### config.mk
export PLATFORM = sky130hd
export DESIGN_NAME = kbd_reg_file_flat
export DESIGN_NICKNAME = d
export VERILOG_FILES = /design/src/rtl/kbd_reg_file_pkg.sv /design/src/rtl/kbd_reg_file_if.sv /design/src/rtl/kbd_reg_file_clear_seq.sv /design/src/rtl/kbd_reg_file.sv /design/src/flat_wrapper.sv
export SDC_FILE = /design/constraint.sdc
export NUM_CORES = 1
export LEC_CHECK = 0
export CAP_MARGIN = 5
export CORE_ASPECT_RATIO = 0.75
export CORE_MARGIN = 2
export CORE_UTILIZATION = 31
export DETAILED_ROUTE_END_ITERATION = 7
export GPL_TIMING_DRIVEN = 1
export PLACE_DENSITY = 0.58
export SETUP_SLACK_MARGIN = 0.4
export SYNTH_ARGS = -nofsm -noshare
export SYNTH_HDL_FRONTEND = slang
export SYNTH_HIERARCHICAL = 1
export SYNTH_SLANG_ARGS = --single-unit
### constraint.sdc
create_clock -name clk -period 7.45 [get_ports clk]
set_input_delay 0.745 -clock clk [delete_from_list [all_inputs] [get_ports clk]]
set_output_delay 0.745 -clock clk [all_outputs]
set_load 0.01 [all_outputs]
### src/rtl/kbd_reg_file_pkg.sv
// regfile_pkg: shared types, defaults and helpers for the character register file
// and the VGA text engine.
package regfile_pkg;
    typedef enum logic {IDLE, CLEAR} state_t;
    localparam int DATA_W_DEF = 8;
    localparam int DEPTH_DEF = 16;
    function automatic int clog2(input int n);
        int r;
        r = 0;
        while ((1 << r) < n) r++;
        return r;
    endfunction
endpackage

### src/rtl/kbd_reg_file_if.sv
// kbd_reg_file_if: request, read and status bundle of the keyboard register file.
interface kbd_reg_file_if
    import regfile_pkg::*;
#(
    parameter int DATA_W = DATA_W_DEF,
    parameter int DEPTH = DEPTH_DEF
);
    localparam int AW = clog2(DEPTH);
    logic wr_en;
    logic [AW-1:0] wr_addr;
    logic [DATA_W-1:0] wr_data;
    logic push;
    logic pop;
    logic clr_req;
    logic [AW-1:0] rd_addr_a;
    logic [DATA_W-1:0] rd_data_a;
    logic [AW-1:0] rd_addr_b;
    logic [DATA_W-1:0] rd_data_b;
    logic [AW-1:0] wr_ptr;
    logic [AW:0] count;
    logic full;
    logic empty;
    logic busy;
    logic err;
    modport master (
        output wr_en, wr_addr, wr_data, push, pop, clr_req, rd_addr_a, rd_addr_b,
        input rd_data_a, rd_data_b, wr_ptr, count, full, empty, busy, err
    );
    modport slave (
        input wr_en, wr_addr, wr_data, push, pop, clr_req, rd_addr_a, rd_addr_b,
        output rd_data_a, rd_data_b, wr_ptr, count, full, empty, busy, err
    );
endinterface

### src/rtl/kbd_reg_file_clear_seq.sv
// rf_clear_seq: IDLE/CLEAR sequencer that sweeps every entry to zero, one per cycle,
// after reset or on a clear request.
module rf_clear_seq
    import regfile_pkg::*;
#(
    parameter int DEPTH = DEPTH_DEF,
    localparam int AW = clog2(DEPTH)
) (
    input  logic clk,
    input  logic rst,
    input  logic clr_req,
    output logic busy,
    output logic clr_we,
    output logic [AW-1:0] clr_addr
);
    localparam logic [AW-1:0] LAST = AW'(DEPTH - 1);
    state_t state, state_n;
    logic [AW-1:0] idx, idx_n;
    always_ff @(posedge clk) begin
        if (rst) begin
            state <= CLEAR;
            idx <= '0;
        end else begin
            state <= state_n;
            idx <= idx_n;
        end
    end
    always_comb begin
        state_n = (state == IDLE) ? (clr_req ? CLEAR : IDLE) : (idx == LAST ? IDLE : CLEAR);
        idx_n = (state == IDLE) ? '0 : idx + AW'(1);
    end
    always_comb begin
        busy = state == CLEAR;
        clr_we = state == CLEAR;
        clr_addr = idx;
    end
endmodule

### src/rtl/kbd_reg_file.sv
// kbd_reg_file: dual-read-port character store with direct writes, keyboard-style
// push/pop append and a multi-cycle clear sweep.
module kbd_reg_file
    import regfile_pkg::*;
#(
    parameter int DATA_W = DATA_W_DEF,
    parameter int DEPTH = DEPTH_DEF
) (
    input logic clk,
    input logic rst,
    kbd_reg_file_if.slave bus
);
    localparam int AW = clog2(DEPTH);
    localparam logic [AW:0] DEP = (AW + 1)'(DEPTH);
    localparam logic [AW:0] ONE = (AW + 1)'(1);
    logic [DATA_W-1:0] mem [DEPTH];
    logic [AW:0] count;
    logic [AW-1:0] wr_ptr, clr_addr, waddr;
    logic [DATA_W-1:0] wdata;
    logic busy, clr_we, full, empty, req, do_push, do_pop, do_wr, we, err_n;
    rf_clear_seq #(.DEPTH(DEPTH)) u_clear (
        .clk(clk),
        .rst(rst),
        .clr_req(bus.clr_req),
        .busy(busy),
        .clr_we(clr_we),
        .clr_addr(clr_addr)
    );
    function automatic logic in_range(input logic [AW-1:0] a);
        return {1'b0, a} < DEP;
    endfunction
    // Write-first: a read of the address being written this cycle sees the new value.
    function automatic logic [DATA_W-1:0] rd_val(input logic [AW-1:0] a);
        return (busy || !in_range(a)) ? '0 : (we && waddr == a) ? wdata : mem[a];
    endfunction
    always_comb begin
        wr_ptr = count[AW-1:0];
        full = count == DEP;
        empty = count == '0;
        req = bus.wr_en | bus.push | bus.pop;
        do_push = !busy && !bus.clr_req && bus.push && !full;
        do_pop = !busy && !bus.clr_req && !bus.push && bus.pop && !empty;
        do_wr = !busy && !bus.clr_req && !bus.push && !bus.pop && bus.wr_en && in_range(bus.wr_addr);
        err_n = (busy || bus.clr_req) ? req :
                bus.push ? (full | bus.pop | bus.wr_en) :
                bus.pop ? (empty | bus.wr_en) :
                (bus.wr_en & !in_range(bus.wr_addr));
        we = clr_we | do_push | do_pop | do_wr;
        waddr = clr_we ? clr_addr : do_push ? wr_ptr : do_pop ? wr_ptr - AW'(1) : bus.wr_addr;
        wdata = (do_push | do_wr) ? bus.wr_data : '0;
    end
    always_ff @(posedge clk) begin
        if (we) mem[waddr] <= wdata;
    end
    always_ff @(posedge clk) begin
        if (rst) begin
            count <= '0;
            bus.err <= 1'b0;
            bus.rd_data_a <= '0;
            bus.rd_data_b <= '0;
        end else begin
            count <= (!busy && bus.clr_req) ? '0 : do_push ? count + ONE : do_pop ? count - ONE : count;
            bus.err <= err_n;
            bus.rd_data_a <= rd_val(bus.rd_addr_a);
            bus.rd_data_b <= rd_val(bus.rd_addr_b);
        end
    end
    assign bus.wr_ptr = wr_ptr;
    assign bus.count = count;
    assign bus.full = full;
    assign bus.empty = empty;
    assign bus.busy = busy;
endmodule

### src/flat_wrapper.sv
// flat-port wrapper written by rule: the top's interface ports become plain ports
module kbd_reg_file_flat import regfile_pkg::*;
#(
    parameter int DATA_W = DATA_W_DEF,
    parameter int DEPTH = DEPTH_DEF
)
  (clk, rst, bus_wr_en, bus_wr_addr, bus_wr_data, bus_push, bus_pop, bus_clr_req, bus_rd_addr_a, bus_rd_addr_b, bus_rd_data_a, bus_rd_data_b, bus_wr_ptr, bus_count, bus_full, bus_empty, bus_busy, bus_err);
  kbd_reg_file_if #(.DATA_W(DATA_W), .DEPTH(DEPTH)) bus_i ();
  input logic clk;
  input logic rst;
  input wire logic [$bits(bus_i.wr_en)-1:0] bus_wr_en;
  input wire logic [$bits(bus_i.wr_addr)-1:0] bus_wr_addr;
  input wire logic [$bits(bus_i.wr_data)-1:0] bus_wr_data;
  input wire logic [$bits(bus_i.push)-1:0] bus_push;
  input wire logic [$bits(bus_i.pop)-1:0] bus_pop;
  input wire logic [$bits(bus_i.clr_req)-1:0] bus_clr_req;
  input wire logic [$bits(bus_i.rd_addr_a)-1:0] bus_rd_addr_a;
  input wire logic [$bits(bus_i.rd_addr_b)-1:0] bus_rd_addr_b;
  output wire logic [$bits(bus_i.rd_data_a)-1:0] bus_rd_data_a;
  output wire logic [$bits(bus_i.rd_data_b)-1:0] bus_rd_data_b;
  output wire logic [$bits(bus_i.wr_ptr)-1:0] bus_wr_ptr;
  output wire logic [$bits(bus_i.count)-1:0] bus_count;
  output wire logic [$bits(bus_i.full)-1:0] bus_full;
  output wire logic [$bits(bus_i.empty)-1:0] bus_empty;
  output wire logic [$bits(bus_i.busy)-1:0] bus_busy;
  output wire logic [$bits(bus_i.err)-1:0] bus_err;
  assign bus_i.wr_en = bus_wr_en;
  assign bus_i.wr_addr = bus_wr_addr;
  assign bus_i.wr_data = bus_wr_data;
  assign bus_i.push = bus_push;
  assign bus_i.pop = bus_pop;
  assign bus_i.clr_req = bus_clr_req;
  assign bus_i.rd_addr_a = bus_rd_addr_a;
  assign bus_i.rd_addr_b = bus_rd_addr_b;
  assign bus_rd_data_a = bus_i.rd_data_a;
  assign bus_rd_data_b = bus_i.rd_data_b;
  assign bus_wr_ptr = bus_i.wr_ptr;
  assign bus_count = bus_i.count;
  assign bus_full = bus_i.full;
  assign bus_empty = bus_i.empty;
  assign bus_busy = bus_i.busy;
  assign bus_err = bus_i.err;
  kbd_reg_file #(.DATA_W(DATA_W), .DEPTH(DEPTH)) u_core (.clk(clk), .rst(rst), .bus(bus_i));
endmodule
==> qor.txt, run 1 <==
count of hold-fix buffers inserted at cts - 0
Final Worst Setup Slack - 3480 ps
startpoint of the most critical register-to-register path - u_core/bus.count[0]$_SDFFE_PP0P_
post-synthesis sequential area ratio - 57.3%
post-synthesis sequential element count - 155
post-detailed-placement cell area - 8490 µm²
number of violations of the max-capacitance limit - 0
initial cell density of the core - 31.8%
final max-slew violation count - 0
sum of internal, switching and leakage power - 1970 µW
Clock Pin Slew Worst Setup and Hold Paths - 60 ps
Final setup viols - 0
number of DRC markers after the initial detailed-route iteration - 479
TritonCTS clock tree - done
startpoint of the tightest hold check path - u_core/u_clear/clr_addr[0]$_SDFF_PP0_
clock skew after layout - 8.73 ps
number of ports placed on the die boundary - 55
worst-path maximum fanout - 9
Slew Limit Headroom - 16.1%
startpoint class of the critical path - input port
wire length of the first global-routing pass - 29,900 µm
delay contributed by the slowest stage of the critical path - 980 ps
number of instances in the synthesized netlist - 464
leakage power summed over all cells - 0.00317 µW
area added between synthesis and finish - 18.7%
Worst Path Required - 7470 ps
post-route cell area - 9090 µm²
aggregate negative setup slack - 0 ps
CTS root buffer - sky130_fd_sc_hd__clkbuf_16
Std-Cell Core Area - 24,100 µm²
Crit. End Element - flop
unique cell type count in the Yosys netlist - 57
count of filler cells inserted in the layout - 2,217
postcts setup bufs - 0
worst setup slack before clock tree synthesis - 3110 ps
core utilization of the finished layout - 37.7%
Worst Hold End - u_core/u_clear/clr_addr[0]$_SDFF_PP0_
count of yosys warnings during synthesis - 6
power density relative to cell area - 217 nW/µm²
CP Buf/Inv Count - 1
area share of the largest cell type after synthesis - 50.2%
count of port buffers added during placement - 54
ratio of routed vias to standard cells - 5.33
RSZ-0062 raised after global routing - no
Worst IR Drop VDD - 0.161 mV
path category of the worst min-delay check - reg2reg
initial antenna violation count - 0
Routability Congestion - 0.851
total via count after detailed routing - 4,552
Fmax achieved - 252 MHz
number of flops mapped to enable cells by yosys - 128
CTS resizes - 0
later-pin clock latency in the skew report - 420 ps
sum of net half-perimeters after detailed placement - 13,600 µm
startpoint-to-endpoint class of the critical path - in2reg
number of hold violations in the final report - 0
Avg Inst Size Synth - 16.5 µm²
list of cells traversed by the critical path - clkdlybuf4s50_1, or4b_1, o32a_1, or2_1, a31oi_1, nand3_1, nor2_1
clock tree buffer depth - 2
die area - 26,000 µm²
run status - finished clean
largest delay contributor family on the critical path - simple AND/OR/NAND/NOR gates
number of inserted diodes - 0
data arrival time of the critical path - 3990 ps
CTS Buf Count - 17
Detail Route Antenna Nets - 0
Period minus WS final - 3970 ps
capture instance of the worst register-to-register path - u_core/mem[2][2]$_DFFE_PP_
vias in the first global route - 4,575
Hold Path Depth - 1
number of gates on the worst path with buffers counted - 7
H-tree levels - 4
standard-cell row count - 49
die boundary height - 140 µm
post-synthesis async set-or-reset flop share - 0%
r2r worst-path depth - 8
dominant cells by area after synthesis - sky130_fd_sc_hd__edfxtp_1, sky130_fd_sc_hd__mux4_2, sky130_fd_sc_hd__dfxtp_1, sky130_fd_sc_hd__mux2i_1, sky130_fd_sc_hd__nand2_1
net count of the mapped netlist - 497
count of TritonRoute iterations in the first routing pass - 5
overall routing resource usage - 16.0%
cell with the largest stage delay on the worst path - sky130_fd_sc_hd__nor2_1
grt total ovfl - 0
remaining routing DRC violations - 0
Period Utilization, post-route - 53.3%
width of the die - 185 µm
DR WL/cell - 23.3 µm
share of cells above drive strength 1 - 24.7%
CTS sink count - 155
primary flip-flop cell chosen by synthesis mapping - sky130_fd_sc_hd__edfxtp_1
Netlist Area Pre-Place - 7660 µm²
transition time at the pin with the least slew margin - 1250 ps
setup slack, reg-to-reg - 3640 ps
largest net degree at the start of global routing - 37
cell taking the most area after synthesis - sky130_fd_sc_hd__edfxtp_1
Total Wirelength - 19,900 µm
Net count, final - 543
## cells in the mapped netlist (2+ instances only)
cell	number
sky130_fd_sc_hd__a211oi_1	5
sky130_fd_sc_hd__a21o_1	3
sky130_fd_sc_hd__a21oi_1	6
sky130_fd_sc_hd__a221oi_1	3
sky130_fd_sc_hd__and2_1	10
sky130_fd_sc_hd__and3_1	4
sky130_fd_sc_hd__buf_1	8
sky130_fd_sc_hd__buf_2	2
sky130_fd_sc_hd__buf_4	5
sky130_fd_sc_hd__clkbuf_1	16
sky130_fd_sc_hd__dfxtp_1	27
sky130_fd_sc_hd__edfxtp_1	128
sky130_fd_sc_hd__ha_1	6
sky130_fd_sc_hd__inv_1	9
sky130_fd_sc_hd__mux2i_1	20
sky130_fd_sc_hd__mux4_2	80
sky130_fd_sc_hd__nand2_1	35
sky130_fd_sc_hd__nand2b_1	2
sky130_fd_sc_hd__nand3_1	3
sky130_fd_sc_hd__nor2_1	31
sky130_fd_sc_hd__nor3_1	6
sky130_fd_sc_hd__nor4_1	2
sky130_fd_sc_hd__o21ai_0	3
sky130_fd_sc_hd__o22ai_1	2
sky130_fd_sc_hd__o32a_1	2
sky130_fd_sc_hd__or2_1	2
sky130_fd_sc_hd__or2_2	3
sky130_fd_sc_hd__or3b_1	2
sky130_fd_sc_hd__or4b_1	2
sky130_fd_sc_hd__xnor2_1	7
sky130_fd_sc_hd__xor2_1	4
## logic make-up (layout without fill, tap and decap cells)
kind of cell | Yosys count | after routing | synth area share [%]
DFF | 155 | 155 | 57.3
and+or+nand+nor | 112 | 112 | 7.75
muxes | 101 | 101 | 26.3
buffers and inverters | 41 | 100 | 2.29
AOI/OAI and AO/OA | 37 | 37 | 3.91
xor gates and xnor gates | 11 | 11 | 1.26
adders and majority gates | 7 | 7 | 1.24
## through the flow
step	hold slack [ps]	std cells
2_1_floorplan	430	464
4_1_cts	481	854
6_report	477	854
3_3_place_gp	449	822
3_5_place_dp	471	822
5_1_grt	538	854
## flip-flops by register name, indices dropped and copies added, names as in the netlist
signal	flops
u_core/mem	128
u_core/bus.rd_data_a	8
u_core/bus.rd_data_b	8
u_core/bus.count	5
u_core/u_clear/clr_addr	4
u_core/bus.err	1
u_core/u_clear/busy	1
## power breakdown
part           internal (µW)  switching [µW]  total [µW]
registers                944            7.91         952
logic                   67.2            74.6         142
clock network            529             350         879
## worst reg2reg max path: stages, from the launching register on
cell and delay (ps):
sky130_fd_sc_hd__dfxtp_1 390, sky130_fd_sc_hd__inv_1 170, sky130_fd_sc_hd__ha_1 200, sky130_fd_sc_hd__or4b_1 590
sky130_fd_sc_hd__and3_1 250, sky130_fd_sc_hd__or2_1 280, sky130_fd_sc_hd__o31ai_1 380, sky130_fd_sc_hd__nand2_1 190
sky130_fd_sc_hd__nor2_1 990
## cell usage in the layout, fill, tap and decap left out, types with 5 or more instances in the layout
master / count
sky130_fd_sc_hd__dfxtp_1: 27
sky130_fd_sc_hd__and2_1: 10
sky130_fd_sc_hd__ha_1: 6
sky130_fd_sc_hd__clkbuf_16: 17
sky130_fd_sc_hd__mux2i_1: 20
sky130_fd_sc_hd__nor3_1: 6
sky130_fd_sc_hd__nand2_1: 35
sky130_fd_sc_hd__nor2_1: 31
sky130_fd_sc_hd__clkinvlp_4: 5
sky130_fd_sc_hd__xnor2_1: 7
sky130_fd_sc_hd__mux4_2: 80
sky130_fd_sc_hd__a21oi_1: 6
sky130_fd_sc_hd__inv_1: 9
sky130_fd_sc_hd__clkdlybuf4s50_1: 51
sky130_fd_sc_hd__a211oi_1: 5
sky130_fd_sc_hd__edfxtp_1: 128
## routing by layer
layer	track usage [%]	part of all wire, %	vias to the layer above
met3	5.93	9.2	15
met5	0	0	-
met4	4.30	0.77	0
li1	-	-	1970
met2	21.8	43	204
met1	23.8	47	2363
## area by class of cell
class | instances | area [µm²] | area share [%]
Clock inverter | 13 | 166 | 1.83
Multi-Input combinational cell | 268 | 3100 | 34.1
Clock buffer | 19 | 433 | 4.76
Tap cell | 331 | 414 | 4.56
Inverter | 10 | 37.5 | 0.413
Timing Repair Buffer | 58 | 556 | 6.11
Sequential cell | 155 | 4380 | 48.2
## how the worst max path moves through the flow
stage | start | endpoint | slack (ps)
floorplan | bus_push | u_core/mem[10][0]$_DFFE_PP_ | 4460
global placement | bus_push | u_core/mem[2][5]$_DFFE_PP_ | 3200
detailed placement | bus_push | u_core/mem[2][5]$_DFFE_PP_ | 3110
CTS | bus_push | u_core/mem[2][2]$_DFFE_PP_ | 3520
global route | bus_push | u_core/mem[2][2]$_DFFE_PP_ | 3310
finish | bus_push | u_core/mem[2][2]$_DFFE_PP_ | 3480
Power figures use the tool's default switching activity.
==> run 2: changes to the inputs <==
- PLACE_DENSITY: 0.58 -> 0.59
- clock period: 7.45 -> 3.4 ns (I/O delays scaled with it)
==> run 2 against run 1 <==
Non-clock buffer count grew 53. Worst hold slack got worse by 72 ps. Via count grew 4.7%. First-iteration DRC count grew 31%. Register-to-register slack lost 3200 ps. Global-route usage up 0.18 points. Final cell count is 6.2% higher. Flip-flop and latch count stayed put. Sequential share of layout area decreased by 2.3 points. Clock power rose by 110%. Largest power group unchanged.
==> qor.txt, run 2 (synthesized netlist as in run 1, its figures left out) <==
Placed Cells - 874 (+6.3%)
footprint of the multi-input gates - 3160 µm² (+2.0%)
overall routing resource usage - 16.2% (+0.18 points)
wire length of the first global-routing pass - 30,400 µm (+1.5%)
run status - finished clean
sum of net half-perimeters after detailed placement - 14,000 µm (+2.9%)
DR WL/cell - 21.9 µm (-5.9%)
die boundary height - 140 µm (unchanged)
Worst IR Drop VDD - 0.266 mV (+65%)
leakage power summed over all cells - 0.00345 µW (+8.8%)
Std-Cell Core Area - 24,100 µm² (unchanged)
r2r worst-path depth - 11 (+3)
CP most frequent cell - sky130_fd_sc_hd__buf_4
max FFs per register - 128 (unchanged)
top register by number of flip-flops - u_core/mem
startpoint-to-endpoint class of the critical path - reg2reg
final max-slew violation count - 0 (unchanged)
startpoint class of the critical path - flop
initial antenna violation count - 0 (unchanged)
largest delay contributor family on the critical path - simple AND/OR/NAND/NOR gates
CP Buf/Inv Count - 4 (+3)
most utilized layer in the global route result - met1
area added between synthesis and finish - 24.8%
setup slack, reg-to-reg - 450 ps (-3190 ps)
power density relative to cell area - 447 nW/µm² (+110%)
path category of the worst min-delay check - in2reg
Period minus WS final - 2950 ps
Worst Path Required - 3520 ps (-3950 ps)
Total Wirelength - 19,900 µm (about the same)
Slew Limit Headroom - 47.1% (+31 points)
clock tree buffer depth - 2 (unchanged)
Detail Route Antenna Nets - 0 (unchanged)
Final setup viols - 0 (unchanged)
capture instance of the worst register-to-register path - u_core/mem[5][1]$_DFFE_PP_
CTS sink count - 155 (unchanged)
grt total ovfl - 0 (unchanged)
delay contributed by the slowest stage of the critical path - 470 ps (-510 ps)
startpoint of the most critical register-to-register path - u_core/bus.count[0]$_SDFFE_PP0P_
count of hold-fix buffers inserted at cts - 0 (unchanged)
leading registers by flop count - u_core/mem (128), u_core/bus.rd_data_a (8), u_core/bus.rd_data_b (8)
share of cells above drive strength 1 - 33.3% (+8.7 points)
RSZ-0062 raised after global routing - yes
Clock Pin Slew Worst Setup and Hold Paths - 60 ps (about the same)
sum of internal, switching and leakage power - 4270 µW (+120%)
Net count, final - 596 (+9.8%)
initial cell density of the core - 31.8% (unchanged)
number of inserted diodes - 0 (unchanged)
most common cell after layout, fill and taps aside - sky130_fd_sc_hd__edfxtp_1
sequential standard cell area - 4380 µm² (unchanged)
standard-cell row count - 49 (unchanged)
Final Worst Setup Slack - 452 ps (-3030 ps)
die area - 26,000 µm² (unchanged)
clock skew after layout - 11.3 ps (+2.54 ps)
crit path to - u_core/mem[5][1]$_DFFE_PP_
source of the critical timing path - u_core/bus.count[0]$_SDFFE_PP0P_
met2 GRT Util - 22.9% (+1.1 points)
TritonCTS clock tree - done
met1 track utilization from global routing - 24.6% (+0.85 points)
cell with the largest stage delay on the worst path - sky130_fd_sc_hd__or4b_4
CTS Buf Count - 17 (unchanged)
count of TritonRoute iterations in the first routing pass - 7 (+2)
core utilization of the finished layout - 39.6% (+1.9 points)
worst-path maximum fanout - 6 (-3)
later-pin clock latency in the skew report - 430 ps (about the same)
transition time at the pin with the least slew margin - 792 ps (-462 ps)
number of ports placed on the die boundary - 55 (unchanged)
list of cells traversed by the critical path - inv_1, ha_1, or4b_4, buf_4, nand2_1, a211oi_1, o31a_1, buf_4, or2_2, nor2_1, buf_4
number of cells in the finished layout apart from fillers - 907 (+6.2%)
number of gates on the worst path with buffers counted - 11 (+4)
Crit. End Element - flop
number of hold violations in the final report - 0 (unchanged)
largest net degree at the start of global routing - 36 (-2.7%)
count of port buffers added during placement - 54 (unchanged)
ratio of routed vias to standard cells - 5.26 (-1.4%)
remaining routing DRC violations - 0 (unchanged)
commonest cells after routing, fill and taps aside - sky130_fd_sc_hd__edfxtp_1, sky130_fd_sc_hd__mux4_2, sky130_fd_sc_hd__buf_4
H-tree levels - 4 (unchanged)
total via count after detailed routing - 4,768 (+4.7%)
Routability Congestion - 0.882 (+3.7%)
CTS root buffer - sky130_fd_sc_hd__clkbuf_16
count of filler cells inserted in the layout - 2,203 (-0.63%)
Period Utilization, post-route - 86.7%
global-route track usage on met3 - 3.98% (-2.0 points)
data arrival time of the critical path - 3070 ps (-920 ps)
worst setup slack before clock tree synthesis - -91.5 ps (-3200 ps)
vias in the first global route - 4,764 (+4.1%)
number of DRC markers after the initial detailed-route iteration - 628 (+31%)
Fmax achieved - 339 MHz
number of violations of the max-capacitance limit - 0 (unchanged)
width of the die - 185 µm (unchanged)
## run 2: how the worst min path moves through the flow
stage / startpoint / endpoint / slack, ps / cells after the start
final: bus_push / u_core/bus.err$_SDFF_PP0_ / 400 / 3
after global routing: bus_push / u_core/bus.err$_SDFF_PP0_ / 410 / 3
after CTS: u_core/u_clear/clr_addr[0]$_SDFF_PP0_ / u_core/u_clear/clr_addr[0]$_SDFF_PP0_ / 480 / 1
after detailed placement: u_core/u_clear/clr_addr[0]$_SDFF_PP0_ / u_core/u_clear/clr_addr[0]$_SDFF_PP0_ / 470 / 1
after global placement: u_core/u_clear/clr_addr[0]$_SDFF_PP0_ / u_core/u_clear/clr_addr[0]$_SDFF_PP0_ / 450 / 1
after floorplan: rst / u_core/bus.err$_SDFF_PP0_ / 420 / 1
## run 2: power by group
| part | leakage [µW] | internal, µW | total (µW) | switching [µW] |
|---|---|---|---|---|
| clock | 0.000262 | 1080 | 1840 | 764 |
| sequential | 0.00159 | 2070 | 2090 | 18.4 |
| combinational | 0.00160 | 173 | 341 | 169 |
| total | 0.00345 | 3320 | 4270 | 950 |
## run 2: repair_timing
action                                  4_1_cts  5_1_grt
endpoints found under the setup margin       36      107
gates resized for setup                       4       13
buffers inserted                              1        0
pin swaps                                     1        1
## run 2: area by class of cell
class	count	share of cell area (%)
flip-flops and latches	155	45.9
well taps	331	4.34
clock buffers	20	4.57
clock inverters	12	1.32
inverters	10	0.393
repair buffers	111	10.4
multi-input cells	268	33.1
## run 2: worst register-to-register path, cell delays in order (launching register included)
cell	delay [ps]
sky130_fd_sc_hd__dfxtp_1	310
sky130_fd_sc_hd__inv_1	70
sky130_fd_sc_hd__ha_1	160
sky130_fd_sc_hd__or4b_4	470
sky130_fd_sc_hd__buf_4	180
sky130_fd_sc_hd__nand2_1	70
sky130_fd_sc_hd__a211oi_1	70
sky130_fd_sc_hd__o31a_1	360
sky130_fd_sc_hd__buf_4	160
sky130_fd_sc_hd__or2_2	330
sky130_fd_sc_hd__nor2_1	230
sky130_fd_sc_hd__buf_4	230
## run 2: per-layer routing
| layer | wire length, µm | part of all wire, % |
|---|---|---|
| met1 | 9590 | 48 |
| met4 | 153 | 0.77 |
| met5 | 0 | 0 |
| met2 | 8780 | 44 |
| met3 | 1390 | 7.0 |
## run 2: through the flow
step                cell area [µm²]  setup TNS [ps]  hold slack, ps
global route                   9550               0             413
CTS                            9500               0             483
finish                         9550               0             404
floorplan                      7660               0             419
detailed placement             8900           -1280             468
global placement               8900               0             446
==> run 3: changes to the inputs <==
- CORE_UTILIZATION: 31 -> 53
- CTS_CLUSTER_DIAMETER: default -> 60
- GPL_TIMING_DRIVEN: 1 -> default
- PLACE_DENSITY: 0.59 -> 0.86
==> run 3 against run 2 <==
Critical path depth shrank 2. Sequential power about the same. Clock power rose by 8%. Critical path type unchanged.
==> qor.txt, run 3 (synthesized netlist as in run 1, its figures left out) <==
run status - finished clean
DR WL/cell - 25.0 µm (+14%)
number of violations of the max-capacitance limit - 0 (unchanged)
grt total ovfl - 0 (unchanged)
leading registers by flop count - u_core/mem (128), u_core/bus.rd_data_a (8), u_core/bus.rd_data_b (8)
ratio of routed vias to standard cells - 6.53 (+24%)
sequential share of power - 47.4% (-1.5 points)
remaining routing DRC violations - 0 (unchanged)
leakage power summed over all cells - 0.00339 µW (-1.9%)
max FFs per register - 128 (unchanged)
portion of total power attributed to the clock network - 45.0% (+1.9 points)
count of port buffers added during placement - 54 (unchanged)
internal power consumption - 3460 µW (+4.4%)
TritonCTS clock tree - done
total via count after detailed routing - 4,933 (+3.5%)
r2r worst-path depth - 9 (-2)
H-tree levels - 4 (unchanged)
clock skew after layout - 4.42 ps (-6.85 ps)
initial antenna violation count - 0 (unchanged)
clock tree buffer depth - 2 (unchanged)
startpoint-to-endpoint class of the critical path - reg2reg
count of TritonRoute iterations in the first routing pass - 8 (+1)
sum of net half-perimeters after detailed placement - 12,800 µm (-8.2%)
CTS root buffer - sky130_fd_sc_hd__clkbuf_16
count of hold-fix buffers inserted at cts - 0 (unchanged)
number of hold violations in the final report - 0 (unchanged)
Switching Fraction - 21.4% (-0.91 points)
most utilized layer in the global route result - met2
Net count, final - 577 (-3.2%)
Final setup viols - 0 (unchanged)
path category of the worst min-delay check - reg2reg
Hold Path Depth - 1 (-2)
number of DRC markers after the initial detailed-route iteration - 760 (+21%)
Hold Worst Slack - 494 ps (+89.3 ps)
capture instance of the worst register-to-register path - u_core/mem[7][5]$_DFFE_PP_
Worst Hold End - u_core/u_clear/clr_addr[0]$_SDFF_PP0_
startpoint class of the critical path - flop
CTS sink count - 155 (unchanged)
cell with the largest stage delay on the worst path - sky130_fd_sc_hd__or4b_4
list of cells traversed by the critical path - inv_1, ha_2, or4b_4, and3_1, or2_1, o31ai_4, nand2b_1, nor2_1, buf_4
Period minus WS final - 3050 ps (+99.6 ps)
area added between synthesis and finish - 21.5%
worst-path maximum fanout - 8 (+2)
Fmax achieved - 328 MHz (-3.3%)
later-pin clock latency in the skew report - 420 ps (about the same)
Slew Limit Headroom - 51.6% (+4.5 points)
power density relative to cell area - 473 nW/µm² (+6.0%)
Crit. End Element - flop
largest delay contributor family on the critical path - simple AND/OR/NAND/NOR gates
setup slack, reg-to-reg - 350 ps (-100 ps)
initial cell density of the core - 53.5% (+22 points)
number of ports placed on the die boundary - 55 (unchanged)
Clock Pin Slew Worst Setup and Hold Paths - 60 ps (about the same)
standard-cell row count - 38 (-22%)
CTS Buf Count - 17 (unchanged)
global-route track usage on met3 - 7.66% (+3.7 points)
combinational share of power - 7.6% (-0.4 points)
most common cell after layout, fill and taps aside - sky130_fd_sc_hd__edfxtp_1
vias in the first global route - 4,779 (+0.31%)
die boundary height - 108 µm (-23%)
Worst Path Required - 3520 ps (about the same)
RSZ-0062 raised after global routing - yes
top register by number of flip-flops - u_core/mem
final max-slew violation count - 0 (unchanged)
wire length of the first global-routing pass - 28,200 µm (-7.2%)
data arrival time of the critical path - 3170 ps (+100 ps)
Routability Congestion - 0.937 (+6.2%)
commonest cells after routing, fill and taps aside - sky130_fd_sc_hd__edfxtp_1, sky130_fd_sc_hd__mux4_2, sky130_fd_sc_hd__clkdlybuf4s50_1
startpoint of the most critical register-to-register path - u_core/bus.count[0]$_SDFFE_PP0P_
aggregate negative setup slack - 0 ps (unchanged)
core utilization of the finished layout - 65.0% (+25 points)
met2 GRT Util - 38.4% (+15 points)
overall routing resource usage - 25.4% (+9.3 points)
Total Wirelength - 18,900 µm (-5.2%)
CP Buf/Inv Count - 2 (-2)
Period Utilization, post-route - 89.6% (+2.9 points)
width of the die - 143 µm (-23%)
met1 track utilization from global routing - 36.2% (+12 points)
Detail Route Antenna Nets - 0 (unchanged)
delay contributed by the slowest stage of the critical path - 530 ps (+60 ps)
number of inserted diodes - 0 (unchanged)
transition time at the pin with the least slew margin - 727 ps (-65.1 ps)
number of cells in the finished layout apart from fillers - 756 (-17%)
Std-Cell Core Area - 14,300 µm² (-41%)
largest net degree at the start of global routing - 36 (unchanged)
sum of internal, switching and leakage power - 4400 µW (+3.2%)
share of cells above drive strength 1 - 31.7% (-1.7 points)
Worst IR Drop VDD - 0.327 mV (+23%)
startpoint of the tightest hold check path - u_core/u_clear/clr_addr[0]$_SDFF_PP0_
die area - 15,400 µm² (-41%)
switching component of the power - 941 µW (-1.0%)
Placed Cells - 723 (-17%)
[run 3: changes by cell type in the layout (fill, tap and decap cells not counted), moves of 3 or more]
cell | previous run | this run
sky130_fd_sc_hd__buf_4 | 53 | 33
sky130_fd_sc_hd__clkinv_2 | 4 | 0
sky130_fd_sc_hd__clkbuf_1 | 3 | 0
sky130_fd_sc_hd__inv_6 | 0 | 3
[run 3: layout make-up]
type                       count  area (µm²)
sequential                   155        4380
multi-input combinational    268        3160
clock buffer                  17         425
tap                          200         250
fill                         926        5010
inverter                      10        37.5
clock inverter                14         194
timing repair buffer          92         852
[run 3: repair_timing]
| item | CTS | global route |
|---|---|---|
| buffers inserted | 2 | 0 |
| resized for setup | 2 | 16 |
| setup endpoints to repair | 134 | 129 |
| pin swaps | 1 | 0 |
[run 3: metal layers]
metal	routed length [µm]	vias up
li1	-	2045
met1	7130	2488
met2	8840	357
met3	2510	43
met4	378	0
met5	0	-
[run 3: how the worst max path moves through the flow]
stage,endpoint,from,cells past startpoint,slack (ps)
finish,u_core/mem[7][5]$_DFFE_PP_,u_core/bus.count[0]$_SDFFE_PP0P_,9,350
global route,u_core/mem[7][1]$_DFFE_PP_,u_core/bus.count[0]$_SDFFE_PP0P_,9,330
CTS,u_core/mem[10][7]$_DFFE_PP_,u_core/bus.count[0]$_SDFFE_PP0P_,9,430
detailed placement,u_core/bus.rd_data_b[4]$_SDFF_PP0_,bus_push,8,10
global placement,u_core/bus.rd_data_b[6]$_SDFF_PP0_,bus_push,8,110
floorplan,u_core/mem[2][0]$_DFFE_PP_,u_core/bus.count[0]$_SDFFE_PP0P_,9,450
[run 3: power by group through the flow]
stage          Sequential (µW)  Clock, µW  Combinational [µW]
5_1_grt                   2090       2080                 350
6_report                  2090       1980                 335
4_1_cts                   2090       2000                 323
2_1_floorplan             2120          0                 205
3_5_place_dp              2130          0                 318
3_3_place_gp              2120          0                 310
[run 3: stage by stage]
stage	setup WS (ps)	instance area, µm²
after detailed placement	9.63	8590
after floorplan	446	7660
after global routing	330	9300
after CTS	429	9240
after global placement	110	8590
final	353	9300
